==> config.mk <==
export PLATFORM = sky130hd
export DESIGN_NAME = pmem_arbiter_flat
export DESIGN_NICKNAME = d
export VERILOG_FILES = /design/src/rtl/pmem_arbiter_if.sv /design/src/rtl/pmem_arbiter.sv /design/src/flat_wrapper.sv
export SDC_FILE = /design/constraint.sdc
export NUM_CORES = 2
export LEC_CHECK = 0
export BUFFER_PORTS_ARGS = -buffer_cell sky130_fd_sc_hd__buf_4
export CELL_PAD_IN_SITES_DETAIL_PLACEMENT = 1
export CELL_PAD_IN_SITES_GLOBAL_PLACEMENT = 2
export CORE_AREA = 3 3 520 522
export CTS_BUF_LIST = sky130_fd_sc_hd__clkbuf_4 sky130_fd_sc_hd__clkbuf_8
export DETAILED_ROUTE_END_ITERATION = 12
export DIE_AREA = 0 0 523 525
export PLACE_DENSITY_LB_ADDON = 0.1
export SLEW_MARGIN = 30
export SYNTH_ARGS = -nofsm -noshare
export SYNTH_HDL_FRONTEND = slang
export SYNTH_SLANG_ARGS = --single-unit
==> constraint.sdc <==
create_clock -name clk -period 3.6 [get_ports clk]
set_input_delay 0.72 -clock clk [delete_from_list [all_inputs] [get_ports clk]]
set_output_delay 0.72 -clock clk [all_outputs]
set_load 0.05 [all_outputs]
==> src/rtl/pmem_arbiter_if.sv <==
// Bundle of the three sides the arbiter connects: the I-cache and D-cache
// line ports and the 256-bit physical-memory port.
//
// Handshake: a client raises read/write and holds it, with a stable address
// and wdata, until it sees its one-cycle resp. The arbiter then owns the
// memory side. It holds pmem_read or pmem_write, with pmem_address and
// pmem_wdata, until the memory answers with a one-cycle pmem_resp. pmem_rdata
// is valid only while pmem_resp is high.
interface pmem_arbiter_if;
   logic         icache_read;
   logic [15:0]  icache_address;
   logic         icache_resp;
   logic [255:0] icache_rdata;

   logic         dcache_read;
   logic         dcache_write;
   logic [15:0]  dcache_address;
   logic [255:0] dcache_wdata;
   logic         dcache_resp;
   logic [255:0] dcache_rdata;

   logic         pmem_read;
   logic         pmem_write;
   logic [15:0]  pmem_address;
   logic [255:0] pmem_wdata;
   logic         pmem_resp;
   logic [255:0] pmem_rdata;

   // Arbiter view: serves the clients and drives the memory.
   modport master (
      input  icache_read, icache_address,
      input  dcache_read, dcache_write, dcache_address, dcache_wdata,
      input  pmem_resp, pmem_rdata,
      output icache_resp, icache_rdata,
      output dcache_resp, dcache_rdata,
      output pmem_read, pmem_write, pmem_address, pmem_wdata
   );

   // Environment view: the caches and the memory.
   modport slave (
      output icache_read, icache_address,
      output dcache_read, dcache_write, dcache_address, dcache_wdata,
      output pmem_resp, pmem_rdata,
      input  icache_resp, icache_rdata,
      input  dcache_resp, dcache_rdata,
      input  pmem_read, pmem_write, pmem_address, pmem_wdata
   );
endinterface

==> src/rtl/pmem_arbiter.sv <==
// Round-robin arbiter between the I-cache (line reads) and the D-cache (line
// reads and writebacks). Only one memory transaction is outstanding at a time.
// Every completion is followed by one DONE cycle with the strobes low, so the
// memory sees an idle cycle between transactions.
module pmem_arbiter #(
   parameter int TIMEOUT = 1024,
   parameter int CNT_W   = 11    // 2**CNT_W must exceed TIMEOUT
) (
   input  logic           clk,
   input  logic           rst,
   pmem_arbiter_if.master bus,
   output logic           timeout_err,
   output logic [1:0]     dbg_state
);

   typedef enum logic [1:0] {
      IDLE    = 2'd0,
      SERVE_I = 2'd1,
      SERVE_D = 2'd2,
      DONE    = 2'd3
   } state_t;

   state_t           state_q, state_d;
   logic             last_grant_d;   // 1: the D-cache was granted most recently
   logic [CNT_W-1:0] cnt_q;
   logic             req_i, req_d;
   logic             grant_i, grant_d, complete;

   assign req_i     = bus.icache_read;
   assign req_d     = bus.dcache_read | bus.dcache_write;
   assign dbg_state = state_q;

   // State register.
   always_ff @(posedge clk) begin
      if (rst) state_q <= IDLE;
      else     state_q <= state_d;
   end

   // Next state and grant/complete decisions. On a tie, grant the client that was not granted last.
   always_comb begin
      state_d  = state_q;
      grant_i  = 1'b0;
      grant_d  = 1'b0;
      complete = 1'b0;
      case (state_q)
         IDLE: begin
            if (req_i && (!req_d || last_grant_d)) begin
               grant_i = 1'b1;
               state_d = SERVE_I;
            end else if (req_d) begin
               grant_d = 1'b1;
               state_d = SERVE_D;
            end
         end
         SERVE_I, SERVE_D: begin
            if (bus.pmem_resp) begin
               complete = 1'b1;
               state_d  = DONE;
            end
         end
         DONE:    state_d = IDLE;
         default: state_d = IDLE;
      endcase
   end

   // Registered memory strobes, latched request, client returns and the wait/timeout counter.
   always_ff @(posedge clk) begin
      if (rst) begin
         bus.pmem_read    <= 1'b0;
         bus.pmem_write   <= 1'b0;
         bus.pmem_address <= '0;
         bus.pmem_wdata   <= '0;
         bus.icache_resp  <= 1'b0;
         bus.icache_rdata <= '0;
         bus.dcache_resp  <= 1'b0;
         bus.dcache_rdata <= '0;
         last_grant_d     <= 1'b1;
         cnt_q            <= '0;
         timeout_err      <= 1'b0;
      end else begin
         bus.icache_resp <= 1'b0;
         bus.dcache_resp <= 1'b0;

         if (grant_i) begin
            bus.pmem_address <= bus.icache_address & 16'hFFE0;
            bus.pmem_read    <= 1'b1;
            last_grant_d     <= 1'b0;
            cnt_q            <= '0;
         end

         if (grant_d) begin
            bus.pmem_address <= bus.dcache_address & 16'hFFE0;
            // A read and a write raised together count as a writeback.
            if (bus.dcache_write) begin
               bus.pmem_wdata <= bus.dcache_wdata;
               bus.pmem_write <= 1'b1;
            end else begin
               bus.pmem_read  <= 1'b1;
            end
            last_grant_d <= 1'b1;
            cnt_q        <= '0;
         end

         if (complete) begin
            bus.pmem_read  <= 1'b0;
            bus.pmem_write <= 1'b0;
            cnt_q          <= '0;
            if (state_q == SERVE_I) begin
               bus.icache_rdata <= bus.pmem_rdata;
               bus.icache_resp  <= 1'b1;
            end else begin
               bus.dcache_rdata <= bus.pmem_rdata;
               bus.dcache_resp  <= 1'b1;
            end
         end else if (state_q == SERVE_I || state_q == SERVE_D) begin
            // The counter saturates at TIMEOUT. A timeout only flags the
            // condition: the transaction keeps waiting for its response.
            if (cnt_q != CNT_W'(TIMEOUT)) cnt_q <= cnt_q + 1'b1;
            if (cnt_q == CNT_W'(TIMEOUT - 1)) timeout_err <= 1'b1;
         end
      end
   end

endmodule

==> src/flat_wrapper.sv <==
// flat-port wrapper written by rule: the top's interface ports become plain ports
module pmem_arbiter_flat 
#(
   parameter int TIMEOUT = 1024,
   parameter int CNT_W   = 11                                   
)
  (clk, rst, timeout_err, dbg_state, bus_icache_read, bus_icache_address, bus_dcache_read, bus_dcache_write, bus_dcache_address, bus_dcache_wdata, bus_pmem_resp, bus_pmem_rdata, bus_icache_resp, bus_icache_rdata, bus_dcache_resp, bus_dcache_rdata, bus_pmem_read, bus_pmem_write, bus_pmem_address, bus_pmem_wdata);
  pmem_arbiter_if bus_i ();
  input  logic clk;
  input  logic rst;
  output logic timeout_err;
  output logic [1:0] dbg_state;
  input wire logic [$bits(bus_i.icache_read)-1:0] bus_icache_read;
  input wire logic [$bits(bus_i.icache_address)-1:0] bus_icache_address;
  input wire logic [$bits(bus_i.dcache_read)-1:0] bus_dcache_read;
  input wire logic [$bits(bus_i.dcache_write)-1:0] bus_dcache_write;
  input wire logic [$bits(bus_i.dcache_address)-1:0] bus_dcache_address;
  input wire logic [$bits(bus_i.dcache_wdata)-1:0] bus_dcache_wdata;
  input wire logic [$bits(bus_i.pmem_resp)-1:0] bus_pmem_resp;
  input wire logic [$bits(bus_i.pmem_rdata)-1:0] bus_pmem_rdata;
  output wire logic [$bits(bus_i.icache_resp)-1:0] bus_icache_resp;
  output wire logic [$bits(bus_i.icache_rdata)-1:0] bus_icache_rdata;
  output wire logic [$bits(bus_i.dcache_resp)-1:0] bus_dcache_resp;
  output wire logic [$bits(bus_i.dcache_rdata)-1:0] bus_dcache_rdata;
  output wire logic [$bits(bus_i.pmem_read)-1:0] bus_pmem_read;
  output wire logic [$bits(bus_i.pmem_write)-1:0] bus_pmem_write;
  output wire logic [$bits(bus_i.pmem_address)-1:0] bus_pmem_address;
  output wire logic [$bits(bus_i.pmem_wdata)-1:0] bus_pmem_wdata;
  assign bus_i.icache_read = bus_icache_read;
  assign bus_i.icache_address = bus_icache_address;
  assign bus_i.dcache_read = bus_dcache_read;
  assign bus_i.dcache_write = bus_dcache_write;
  assign bus_i.dcache_address = bus_dcache_address;
  assign bus_i.dcache_wdata = bus_dcache_wdata;
  assign bus_i.pmem_resp = bus_pmem_resp;
  assign bus_i.pmem_rdata = bus_pmem_rdata;
  assign bus_icache_resp = bus_i.icache_resp;
  assign bus_icache_rdata = bus_i.icache_rdata;
  assign bus_dcache_resp = bus_i.dcache_resp;
  assign bus_dcache_rdata = bus_i.dcache_rdata;
  assign bus_pmem_read = bus_i.pmem_read;
  assign bus_pmem_write = bus_i.pmem_write;
  assign bus_pmem_address = bus_i.pmem_address;
  assign bus_pmem_wdata = bus_i.pmem_wdata;
  pmem_arbiter #(.TIMEOUT(TIMEOUT), .CNT_W(CNT_W)) u_core (.clk(clk), .rst(rst), .bus(bus_i), .timeout_err(timeout_err), .dbg_state(dbg_state));
endmodule
After elaboration in Yosys (flattened, before gate mapping):

Cells that the tools add are included.

* register bits after elaboration: 798
* output and inout port bits: 791

* add/sub/neg operators: 1
* equal/unequal tests: 7
* mux-type cells: 22
* bitwise logic cells: 3
* reduce and logical (&&, ||, !) cells: 15

Operators by type and width (count)
* 11-bit 2-to-1 mux: 4
* 16-bit 2-to-1 mux: 2
* 1-bit 2-to-1 mux: 12
* 11-bit by 1-bit adder with 11-bit output, second input constant: 1
* 11-bit by 10-bit == test with 1-bit output, second input constant: 1
* 11-bit != test, second input constant: 1
* 2-bit AND reduction: 4
* 2-bit OR reduction: 4
* 2-bit 2-to-1 mux: 3
* 2-bit case mux with 3 select lines: 1
* 2-bit == test, second input constant: 2
* 3-bit by 1-bit != test with 1-bit output, second input constant: 1
* 3-bit AND reduction: 1
* 2-bit by 1-bit == test with 1-bit output, second input constant: 1
* 2-bit logical NOT: 1
* 1-bit logical OR: 2
* 2-bit != test, second input constant: 1
* 1-bit inverter: 2
* 2-bit nonzero test: 1
* 1-bit logical AND: 1
* 1-bit logical NOT: 1
* 1-bit bitwise OR: 1

Longest topological paths before layout:

* depth in word-level cells: 10
* mapped depth: 10
* mapped depth without buffers: 6

Worst setup path after synthesis:

No wires, ideal clock.

* path kind: register to register
* from: register u_core.state_q[1], in the netlist u_core.dbg_state[1]
* to: register u_core.bus.dcache_rdata[216]
* arrival time: 2.023 ns
* data required time: 3.468 ns
* slack: 1.444 ns
* stages on the path, launching flop included: 11
* path buffers: 4
* cells stage by stage: dfxtp_1 -> inv_1 -> ha_1 -> clkbuf_2 -> nand2_1 -> or2_1 -> buf_2 -> buf_2 -> buf_2 -> nand2_1 -> a21oi_1

* word-level cells in the longest chain between the ends: 4

RTL lines
* from (decl): line pmem_arbiter.sv:23 `state_t state_q, state_d;`
* from (signal assigned): line pmem_arbiter.sv:36 `else state_q <= state_d;`
* 2-bit == test or 2-bit by 1-bit == test with 1-bit output (tied branches): line pmem_arbiter.sv:45, pmem_arbiter.sv:108
* 2-bit OR reduction: line pmem_arbiter.sv:45 `case (state_q)`
* 1-bit 2-to-1 mux: line pmem_arbiter.sv:45
* 2-bit AND reduction (no source line) (*)
* to (signal assigned): line pmem_arbiter.sv:112 `bus.dcache_rdata <= bus.pmem_rdata;`
* to (decl): line pmem_arbiter_if.sv:35 `output dcache_resp, dcache_rdata,`

Mark *: on every way between the ends. The rest lies on a longest branch, timed or not.
A chain may end at the register's enable or synchronous reset.

Worst setup path in the final report:

* from: register u_core.bus.pmem_wdata[253]
* to: output port bus_pmem_wdata[253]

RTL lines
* from (decl): line pmem_arbiter_if.sv:36 `output pmem_read, pmem_write, pmem_address, pmem_wdata`
* from (signal assigned): line pmem_arbiter.sv:95 `bus.pmem_wdata <= bus.dcache_wdata;`
* to (decl): line flat_wrapper.sv:28 `output wire logic [$bits(bus_i.pmem_wdata)-1:0] bus_pmem_wdata;`

No word-level cell between the ends.

==> results.py <==
metrics = {
    "outcome": {
        "outcome": "finished, final reports clean",
    },
    "power": {
        "p_total_w": 0.0353,
        "power_frac_comb_pct": 37.1,
        "power_density_nw_per_um2": 695,
        "leakage_nw": 20.3,
        "sequentialPowerShare_pct": 30.3,
        "netSwitchingFraction_pct": 42.4,
        "p_int_w": 0.0204,
        "pwr-share-clk_pct": 32.6,
        "switchingPower_w": 0.0150,
        "peakVddDrop_uv": 279,
    },
    "cells_and_area": {
        "fin_area_um2": 50900,
        "area_delta_synth_final_pct": 82.7,
        "nNetsFinal": 5885,
        "drive_gt1_share_pct": 31.6,
        "n_fill_cell": 31400,
    },
    "global_route": {
        "grt_start_max_net_pins": 121,
        "grt_overflow": 0,
        "grt_pass1_vias": 33300,
        "grtUsageTotal_pct": 14.9,
        "grt_pass1_wl_mm": 288,
        "antenna_found_initial": 91,
    },
    "clock_tree": {
        "cts_sinks": 798,
        "cts_root_buf": "clkbuf_8",
        "cts_resized": 0,
        "cts_made_buffers": 191,
        "htreeDepth": 4,
        "clk_path_buf_depth": 4,
        "insertion_delay_ns": 0.89,
        "clkSlewWorstSetupHoldPaths_ns": 0.06,
        "postCtsSetupRepairBufs": 0,
        "cts_tree": "built",
        "cts_hold_buffers": 524,
    },
    "yosys": {
        "yosys.area.top_type": "dfxtp_1",
        "synth.avg_cell_area_um2": 7.96,
        "synth-seq-cells": 798,
        "synth_top_flop_cell": "dfxtp_1",
        "synth_cell_type_count": 46,
        "netlist_area_um2": 27800,
        "ys_seq_area_share_pct": 57.4,
        "synth_edf_count": 0,
        "synth.area.top_cells": "dfxtp_1 57%, nand2_1 21%, a21oi_1 14%, buf_2 2.0%, clkbuf_1 1.5%",
        "postSynthCellCount": 3498,
        "synth_warnings": 0,
        "yosys.area.top_type_share_pct": 57.4,
        "synthArstFlopShare_pct": 0,
    },
    "sta": {
        "fin_setup_tns_ns": 0,
        "rsz0062_at_grt": "false",
        "min_period_over_period_pct": 69.2,
        "period_needed_ns": 2.49,
        "fmax_mhz": 402,
        "drv_slew": 0,
        "setup_violations": 0,
        "finalHoldViolCount": 0,
        "fin_skew_ns": 0.0723,
        "max-slew-margin-rel_pct": 46.5,
        "tightest_slew_ns": 0.803,
    },
    "placed_design": {
        "io_buffer_count": 1325,
        "dp_hpwl_mm": 163,
        "place_area_um2": 41600,
        "gp_congestion": 0.763,
    },
    "floorplan": {
        "initial_core_util_pct": 10.5,
        "dieHeight_um": 525,
        "die-area_um2": 275000,
        "die_w_um": 523,
        "core_area_um2": 266000,
        "io_pins": 1341,
        "rows": 189,
    },
    "critical_path": {
        "crit_required_ns": 2.88,
        "crit_family": "flip-flops",
        "path_max_fanout": 2,
        "slowest_delay_ns": 0.55,
        "start_kind": "flop",
        "crit_chain": "buf_4",
        "cp_num_buf_inv": 1,
        "reg2reg_slack_ns": 1.19,
        "cp_slowest_cell": "dfxtp_1",
        "cp.arrival_ns": 1.77,
        "cp-end-kind": "output port",
        "worstSetupPathType": "flop to output port",
    },
    "route": {
        "wirelength_mm": 214,
        "dr.max_layer_used": "met5",
        "wire_per_inst_um": 23.7,
        "num_vias": 31300,
        "wl_met3_mm": 19.0,
        "vias_per_cell": 3.47,
        "drtAntennaViolNets": 0,
        "drtIter0Drc": 1105,
        "wl_met2_mm": 107,
        "first_pass_iters": 6,
        "wl_met1_mm": 81.5,
        "route.detailed.drc": 0,
    },
    "worst_hold_path": {
        "hold_path.class": "input port to flop",
    },
    "run": {
        "maxCapViolCount": 0,
    },
}
[worst min-delay path: cells and delay by family]
family	cells	cell delay [ns]
compound gates	1	0.05
simple gates	1	0.09
buf+inv	1	0.08
[power groups by stage]
stage	clock [W]	combinational, W	sequential [W]
final	0.0115	0.0131	0.0107
after global routing	0.0126	0.0141	0.0109
after CTS	0.0123	0.0136	0.0107
after detailed placement	0	0.0129	0.0109
after global placement	0	0.0129	0.0108
after floorplan	0	0.00348	0.0148
[flip-flops by register name (all words and copies together), names as in the netlist]
name	cells
u_core.bus.dcache_rdata	256
u_core.bus.dcache_resp	1
u_core.bus.icache_rdata	256
u_core.bus.icache_resp	1
u_core.bus.pmem_address	11
u_core.bus.pmem_read	1
u_core.bus.pmem_wdata	256
u_core.bus.pmem_write	1
u_core.cnt_q	11
u_core.dbg_state	2
u_core.last_grant_d	1
u_core.timeout_err	1
[synthesized netlist by cell type, types with 2 or more instances]
| library cell | count |
|---|---|
| a222oi_1 | 11 |
| inv_1 | 10 |
| mux2i_1 | 3 |
| nand2b_1 | 2 |
| a211oi_1 | 3 |
| nand3_1 | 5 |
| nand4_1 | 3 |
| a21oi_2 | 10 |
| ha_1 | 5 |
| a21oi_1 | 765 |
| nor4b_2 | 2 |
| and3_1 | 2 |
| a31oi_1 | 3 |
| buf_6 | 25 |
| o211ai_1 | 4 |
| nor2_1 | 28 |
| buf_4 | 10 |
| a311oi_1 | 3 |
| and2_1 | 2 |
| nand2_1 | 1543 |
| clkbuf_1 | 111 |
| xor2_1 | 2 |
| buf_1 | 13 |
| dfxtp_1 | 798 |
| and4_1 | 3 |
| xnor2_1 | 2 |
| nor2b_1 | 2 |
| buf_2 | 110 |
[cell type report]
class | instances | area (um^2) | share of cell area (%)
repair buffers | 1906 | 16000 | 31.4
clock inverters | 13 | 118 | 0.231
flip-flops and latches | 798 | 16000 | 31.4
well taps | 3533 | 4420 | 8.69
diodes | 27 | 67.6 | 0.133
inverters | 10 | 37.5 | 0.0738
clock buffers | 310 | 3800 | 7.46
multi-input cells | 2423 | 10500 | 20.6
[logic make-up after synthesis]
kind of cell               share of synthesized area (%)
other                                             0.0135
and+or+nand+nor                                     21.9
DFF                                                 57.4
muxes                                              0.108
adders and majority gates                          0.225
AOI/OAI and AO/OA                                   15.1
xor gates and xnor gates                           0.126
buffers and inverters                               5.14
[path summary, 6_finish.rpt]
check / start / to / depth (start not counted)
hold / removal: bus_dcache_address[10] / u_core.bus.pmem_address[10] / 3
hold reg to reg: u_core.timeout_err / u_core.timeout_err / 2
setup / recovery: u_core.bus.pmem_wdata[253] / bus_pmem_wdata[253] / 1
setup reg to reg: u_core.dbg_state[0] / u_core.bus.pmem_wdata[214] / 7
[cell usage in the layout (no fill, tap or decap), types with 2 or more instances in the layout]
master	n
nand2_1	1542
conb_1	5
inv_6	3
and4_1	3
dfxtp_1	798
xnor2_1	2
nor2b_1	2
nor4b_2	2
clkinvlp_4	2
nand4_1	3
clkinv_2	6
inv_1	10
a21oi_2	10
clkbuf_8	235
a31oi_1	3
a222oi_1	11
a311oi_1	3
diode_2	27
a211oi_1	3
xor2_1	2
buf_4	1354
nor2_1	27
nand3_1	4
o211ai_1	4
nand2b_1	2
mux2i_1	3
clkbuf_4	75
a21oi_1	765
dlygate4sd3_1	524
ha_1	5
buf_12	27
[routing by layer]
metal,vias to the layer above,global-route usage (%)
met2,1071,26.7
met4,40,4.27
li1,15000,-
met1,14900,16.0
met5,-,0
met3,384,5.98
[metrics by stage]
step                cells  hold slack [ns]  util, %  setup WS, ns
floorplan            3502            0.489        -          1.44
global placement     8146            0.443     15.7          1.16
detailed placement   8146            0.446     15.7          1.17
CTS                  8993        0.0000411     19.1         0.918
global route         9011           0.0392     19.1         0.928
finish               9020            0.166     19.2          1.11
Power figures use the tool's default switching activity.
